## src/rtl/jpegls_pkg.sv

```systemverilog
// ============================================================================
// Package     : jpegls_pkg
// Description : Shared JPEG-LS widths, mode codes and pixel type.
// Revision    : 1.0 - initial release
// ============================================================================
`default_nettype none

package jpegls_pkg;

    localparam int PIXEL_LENGTH = 8;
    localparam int MODE_LENGTH  = 2;

    typedef logic [PIXEL_LENGTH-1:0] pixel_t;
    typedef logic [MODE_LENGTH-1:0]  mode_t;

    localparam mode_t MODE_REGULAR       = 2'b00;
    localparam mode_t MODE_RUN           = 2'b01;
    localparam mode_t MODE_RUN_INTERRUPT = 2'b10;

endpackage

`default_nettype wire

```

## src/rtl/predictor_if.sv

```systemverilog
// ============================================================================
// Interface   : predictor_if
// Description : Sample-in / prediction-out bundle of the JPEG-LS predictor.
// Revision    : 1.0 - initial release
// ============================================================================
`default_nettype none

interface predictor_if;
    import jpegls_pkg::*;

    logic   in_valid;
    pixel_t a;
    pixel_t b;
    pixel_t c;
    mode_t  mode;
    logic   RIType;
    pixel_t x_prediction;
    logic   out_valid;

    modport master (
        output in_valid, a, b, c, mode, RIType,
        input  x_prediction, out_valid
    );

    modport slave (
        input  in_valid, a, b, c, mode, RIType,
        output x_prediction, out_valid
    );

endinterface

`default_nettype wire

```

## src/rtl/predictor_med_core.sv

```systemverilog
// ============================================================================
// Module      : med_core
// Description : Combinational median edge detector (MED) predictor.
// Revision    : 1.0 - initial release
// ============================================================================
`default_nettype none

module med_core
    import jpegls_pkg::*;
(
    input  wire pixel_t a,
    input  wire pixel_t b,
    input  wire pixel_t c,
    output pixel_t      px_med
);

    pixel_t                          w_mx;
    pixel_t                          w_mn;
    logic signed [PIXEL_LENGTH+1:0]  w_grad;

    assign w_mx = (a > b) ? a : b;
    assign w_mn = (a > b) ? b : a;

    // Only reached when mn < c < mx, so the result fits in a pixel.
    assign w_grad = $signed({2'b00, a}) + $signed({2'b00, b}) - $signed({2'b00, c});

    always_comb begin
        px_med = w_grad[PIXEL_LENGTH-1:0];
        if (c >= w_mx) begin
            px_med = w_mn;
        end else if (c <= w_mn) begin
            px_med = w_mx;
        end
    end

endmodule

`default_nettype wire

```

## src/rtl/predictor.sv

```systemverilog
// ============================================================================
// Module      : predictor
// Description : JPEG-LS pixel predictor, one-cycle registered Px output.
// Revision    : 1.0 - initial release
// ============================================================================
`default_nettype none

module predictor
    import jpegls_pkg::*;
(
    input  wire           clk,
    input  wire           rst,
    predictor_if.slave    bus
);

    pixel_t w_px_med;
    pixel_t px_d;
    pixel_t px_q;
    logic   valid_q;

    med_core u_med_core (
        .a      (bus.a),
        .b      (bus.b),
        .c      (bus.c),
        .px_med (w_px_med)
    );

    // Reserved mode code falls through to the regular MED path.
    always_comb begin
        px_d = w_px_med;
        case (bus.mode)
            MODE_RUN:           px_d = bus.a;
            MODE_RUN_INTERRUPT: px_d = bus.RIType ? bus.a : bus.b;
            default:            px_d = w_px_med;
        endcase
    end

    always_ff @(posedge clk or posedge rst) begin
        if (rst) begin
            px_q    <= '0;
            valid_q <= 1'b0;
        end else begin
            valid_q <= bus.in_valid;
            if (bus.in_valid) begin
                px_q <= px_d;
            end
        end
    end

    assign bus.x_prediction = px_q;
    assign bus.out_valid    = valid_q;

endmodule

`default_nettype wire

```

## src/flat_wrapper.sv

```systemverilog
// flat-port wrapper written by rule: the top's interface ports become plain ports
module predictor_flat import jpegls_pkg::*;
  (clk, rst, bus_in_valid, bus_a, bus_b, bus_c, bus_mode, bus_RIType, bus_x_prediction, bus_out_valid);
  predictor_if bus_i ();
  input  wire clk;
  input  wire rst;
  input wire logic [$bits(bus_i.in_valid)-1:0] bus_in_valid;
  input wire logic [$bits(bus_i.a)-1:0] bus_a;
  input wire logic [$bits(bus_i.b)-1:0] bus_b;
  input wire logic [$bits(bus_i.c)-1:0] bus_c;
  input wire logic [$bits(bus_i.mode)-1:0] bus_mode;
  input wire logic [$bits(bus_i.RIType)-1:0] bus_RIType;
  output wire logic [$bits(bus_i.x_prediction)-1:0] bus_x_prediction;
  output wire logic [$bits(bus_i.out_valid)-1:0] bus_out_valid;
  assign bus_i.in_valid = bus_in_valid;
  assign bus_i.a = bus_a;
  assign bus_i.b = bus_b;
  assign bus_i.c = bus_c;
  assign bus_i.mode = bus_mode;
  assign bus_i.RIType = bus_RIType;
  assign bus_x_prediction = bus_i.x_prediction;
  assign bus_out_valid = bus_i.out_valid;
  predictor u_core (.clk(clk), .rst(rst), .bus(bus_i));
endmodule
```

## config.mk

```make
export PLATFORM = sky130hd
export DESIGN_NAME = predictor_flat
export DESIGN_NICKNAME = d
export VERILOG_FILES = /design/src/rtl/jpegls_pkg.sv /design/src/rtl/predictor_if.sv /design/src/rtl/predictor_med_core.sv /design/src/rtl/predictor.sv /design/src/flat_wrapper.sv
export SDC_FILE = /design/constraint.sdc
export NUM_CORES = 1
export LEC_CHECK = 0
export BUFFER_PORTS_ARGS = -buffer_cell sky130_fd_sc_hd__clkbuf_2
export CAP_MARGIN = 15
export CORE_AREA = 4 4 52 89
export DETAILED_ROUTE_END_ITERATION = 8
export DIE_AREA = 0 0 56 93
export HOLD_SLACK_MARGIN = 0.05
export PLACE_DENSITY = 0.74
export SYNTH_ARGS = -nofsm -noshare
export SYNTH_HDL_FRONTEND = slang
export SYNTH_SLANG_ARGS = --single-unit
```

## constraint.sdc

```tcl
create_clock -name clk -period 0.81 [get_ports clk]
set_input_delay 0.162 -clock clk [delete_from_list [all_inputs] [get_ports clk]]
set_output_delay 0.162 -clock clk [all_outputs]
set_load 0.02 [all_outputs]
```

-- Yosys cells after proc, flatten, opt, wreduce, memory -nomap -nowiden
Index checks and enable logic that the tools add are counted.
- bits in registers: 9
- input bits: 30
- output and inout bits: 9
- word-level logic and storage cells: 15
- add/subtract/negate cells: 2
- order comparisons: 3
- eq/ne operators: 2
- muxes and demuxes: 6
- operators by type and width (kind ; count):
    $mux W8 ; 5
    $pmux W8 S2 ; 1
    $add A8 B8 Y8 ; 1
    $ge A8 B8 Y1 ; 1
    $gt A8 B8 Y1 ; 1
    $le A8 B8 Y1 ; 1
    $sub A8 B8 Y8 ; 1
    $eq A2 B1 Y1 const B ; 1
    $eq A2 B2 Y1 const B ; 1

-- Depth between registers and ports, before layout
- depth after elaboration: 6
- gate-level depth with buffers: 19
- mapped depth without buffers: 16

-- Cells and area by module
From an unflattened synthesis, not the netlist that was laid out.
- cells, all modules: 250
- area, all modules: 1980.6 µm²
- modules (own cells, without submodules) (module ; times used ; cells an instance ; area an instance (µm²) ; sequential area each (µm²)):
    med_core ; 1 ; 188 ; 1408.9 ; 0.0
    predictor ; 1 ; 62 ; 571.8 ; 225.2

-- Worst setup path after synthesis
No wires, ideal clock.
- path type: input -> register
- start: input bus_b[5]
- end: register u_core.px_q[5] (netlist: u_core.bus.x_prediction[5])
- library setup time: 0.077 ns
- arrival: 3.342 ns
- data required time: 0.733 ns
- setup slack: -2.610 ns
- cell stages on the path: 16
- buffers on the path: 2
- cell sequence: inv_1 > ha_1 > a211oi_1 > o21bai_1 > o22ai_2 > buf_4 > mux2_1 > ha_1 > nor2b_1 > o21ai_1 > a41oi_2 > or2_1 > buf_2 > mux2_2 > o22a_1 > a21oi_1
- longest elaborated chain between the ends: 6
- elaborated cells on any way between the ends: 11
- those cells by class: add/sub (2); order compare (3); mux (6)
- RTL lines (what ; RTL line ; source):
    from (decl) ; flat_wrapper.sv:9 ; input wire logic [$bits(bus_i.b)-1:0] bus_b;
    $gt A8 B8 Y1 ; predictor_med_core.sv:21, predictor_med_core.sv:22 ;
    $mux W8 ; predictor_med_core.sv:22 ; assign w_mn = (a > b) ? b : a;
    $le A8 B8 Y1 ; predictor_med_core.sv:31 ; end else if (c <= w_mn) begin
    $mux W8 ; predictor_med_core.sv:31 ;
    $mux W8 ; predictor_med_core.sv:29 ; if (c >= w_mx) begin
    $pmux W8 S2 (*) ; predictor.sv:31 ; case (bus.mode)
    to (signal assigned) ; predictor.sv:45 ; px_q <= px_d;
    to (decl) ; predictor.sv:18 ; pixel_t px_q;
Mark *: on every way between the ends. The rest lies on a longest branch, timed or not.
A chain may end at the register's enable or synchronous reset.

-- Worst setup path after layout
Ends and elaborated chain as after synthesis.

==> summary.txt <==
Power and ir drop
  • VDD IR max: ~1.4 mV
  • Leakage power: between 1.5 and 2 nW
  • PD cells: roughly 1600 nW/µm²

Cells and area
  • Multi-input gate area: between 1500 and 2000 µm²
  • Ant diodes: 0
  • Share of cells above drive strength 1: approximately 52%
  • Syn-to-layout area delta: 75.4%
  • Nets: 434
  • Fill cells: 200
  • Fin cells: 410
  • Seq. cell area: between 200 and 250 µm²

Yosys
  • Net Count, Synth: just over 300
  • Unique masters post-synth: 47
  • Synth top area share: between 20 and 25%
  • Flops & latches, synth: 9
  • Post-Syn Area per Cell: ~8.2 µm²
  • Top cells by area, synth: ha_1 (22%), dfrtp_1 (12%), fa_1 (7.4%)
  • Async set-reset flop share out of synthesis: 100%
  • Primary FF master, synth: dfrtp_1
  • Mapped cell area: 1900 µm²
  • Seq/Total Area, Yosys: a little under an eighth
  • Leading area contributor after synthesis: ha_1
  • Yosys warns: 0
  • Syn Inst Count: ~230
  • Post-synth EDFFs: 0

Clock tree
  • Clock root cell: clkbuf_8
  • Worst-skew pair later-pin latency: between 200 and 250 ps
  • TritonCTS clock tree: built
  • Bufs on Longest Clock Path: 2
  • Clk sinks: 9
  • H-tree Lvls: 1
  • CTS buffer count: 3
  • Clock transition at path regs: approximately 50 ps

Timing
  • Highest Clock Rate: between 0.2 and 0.3 GHz
  • Skew final: 0 ps
  • Unrepaired setup endpoints after global routing: yes
  • Final Cycle Share: 426%
  • Final worst slack: -2640 ps
  • Slew @ Worst Pin: roughly 380 ps
  • Final Critical Period: around 3500 ps
  • Fin. Hold Viols: 0
  • Slew Limit Fails: 0
  • Final Setup Violations: 17
  • Normalized max-slew margin: approximately 75%

Drt
  • DRC: 0
  • Routed wire length per instance: around 23 µm
  • Drt total wl: about 9600 µm
  • Antenna Nets Post-Route: 0
  • Iter 0 DRT Violations: roughly 160
  • Via-to-Cell Ratio: 6.24
  • Vias: between 2,000 and 3,000
  • First drt pass iteration count: 5

Worst setup path
  • Worst-case reg-to-reg path depth: 2
  • WP data required: about 980 ps
  • Critical Path End Type: flip-flop
  • CP arrival: 3620 ps
  • Reg-to-Reg Start: u_core.bus.x_prediction[2]
  • Crit Path Class: in2reg
  • Critical-path maximum fanout: 7
  • Type of origin of the critical path: input port
  • Reg-to-reg slack, setup: -210 ps
  • Critical R2R Capture: u_core.bus.x_prediction[2]

Placement
  • I/O Buffers: 38
  • Placed cells: around 380
  • Place WS: -2800 ps
  • RD Place Congestion: 0.942
  • HPWL Detailed: 5200 µm

Floorplan
  • Die Y: slightly above 90 µm
  • Std cell rows: 30
  • Initial core utilization: approximately half
  • # IOs: 39
  • DIE WIDTH: approximately 56 µm
  • Die area: approximately 5200 µm²
  • Area of the core: about 4000 µm²

Global routing
  • Largest net degree at the start of global routing: 14
  • Initial antenna violation count: 0
  • Total global routing overflow: 0
  • First-pass GRT wire length: 11,600 µm
  • Number of global-route vias before repair: around 2,500
  • All-Layer GR Usage: 28.1%

Run
  • Maxcap violations: 0

Min path
  • Hold crit path type: in2reg
  • Worst Hold Path Cells: 2
  • Hold path startpoint: bus_in_valid
  • Hold path endpoint: u_core.bus.out_valid

Outcome
  • Failing checks: negative setup slack
  • Status: finished, violations left
## final cells by class
cell class / count / share of cell area, %
inverter: 37 / 4.69
clock buffer: 4 / 1.35
sequential: 9 / 6.76
timing repair buffer: 133 / 32.1
tap: 48 / 1.80
multi-input combinational: 179 / 53.2
## per-stage QoR
| stage | utilization (%) | power (mW) | hold WS (ps) | area, µm² | setup TNS [ps] |
|---|---|---|---|---|---|
| floorplan | - | 2.24 | -10.1 | 1950 | -18150 |
| global placement | 69.6 | 3.37 | 107 | 2720 | -20410 |
| detailed placement | 69.6 | 3.44 | 114 | 2720 | -21330 |
| CTS | 76.2 | 4.33 | 168 | 2970 | -19190 |
| global route | 85.4 | 5.55 | 188 | 3330 | -22290 |
| finish | 85.4 | 5.32 | 189 | 3330 | -21410 |
## what timing repair did
item                       4_1_cts  5_1_grt
resized for setup               31       66
hold buffers                     1        0
setup endpoints to repair       17       17
hold endpoints to repair         9        0
pin swaps                       14       26
setup buffers                    8       12
gates cloned                     0        1
## worst max path at each step
stage                                       to  cells past startpoint      from
floorplan           u_core.bus.x_prediction[5]                     15  bus_a[1]
global placement    u_core.bus.x_prediction[6]                     17  bus_b[1]
detailed placement  u_core.bus.x_prediction[6]                     17  bus_b[1]
CTS                 u_core.bus.x_prediction[6]                     16  bus_b[5]
global route        u_core.bus.x_prediction[5]                     17  bus_b[5]
finish              u_core.bus.x_prediction[5]                     17  bus_b[5]
## registers in the layout (all words and copies together) (netlist names)
name	count
u_core.bus.x_prediction	8
u_core.bus.out_valid	1
## report_power, final
part           switching (mW)  leakage, nW  internal (mW)  total, mW
logic                    2.05         1.55           2.09       4.14
clock network           0.189       0.0228          0.344      0.533
registers              0.0868        0.112          0.556      0.643
## cells by family after synthesis
kind of cell / synth area share (%)
adders and majority gates: 29.8
AOI/OAI and AO/OA: 28.5
and+or+nand+nor: 10.7
muxes: 7.11
buffers and inverters: 8.89
xor gates and xnor gates: 3.23
DFF: 11.9
## cell usage after synthesis, types with 2 or more instances
cell type / n
inv_1: 37
a221o_1: 4
a21o_1: 6
ha_1: 34
fa_1: 7
o22ai_1: 2
nor2_1: 16
o21ai_1: 4
nand4_1: 2
o21bai_1: 2
o211ai_1: 2
mux2i_1: 9
clkbuf_1: 2
mux2_2: 3
xnor2_1: 6
a22oi_1: 7
nand2_1: 6
buf_2: 3
dfrtp_1: 9
a21oi_1: 24
o21ai_0: 8
nor2b_1: 3
o21a_1: 3
a31oi_1: 2
nand2b_1: 5
o2bb2ai_1: 2
a211oi_1: 3
## routing by layer
metal	part of all wire [%]	global-route usage, %	wire length, µm	vias to the layer above
li1	-	-	-	1098
met1	32	25.6	3090	1186
met2	51	54.5	4880	185
met3	6.1	4.28	587	88
met4	10	19.6	1000	0
met5	0	0	0	-
## placed cells by master (no fill, tap or decap), types with 9 or more instances in the layout
cell type / count
dfrtp_1: 9
inv_1: 32
a21oi_1: 16
buf_4: 84
ha_1: 26
nor2_1: 13
clkbuf_2: 24
buf_6: 15
## worst max-delay path, cell delays in order
cell and delay [ps]:
buf_8 110, inv_6 50, ha_4 210, a211oi_4 250
o21bai_2 140, o22ai_4 310, buf_8 190, buf_4 120
mux2i_1 280, ha_1 280, and4_1 210, a21boi_1 140
a22o_1 230, o21bai_4 220, mux2_4 330, o22a_1 240
a21oi_2 130
Power figures use the tool's default switching activity.
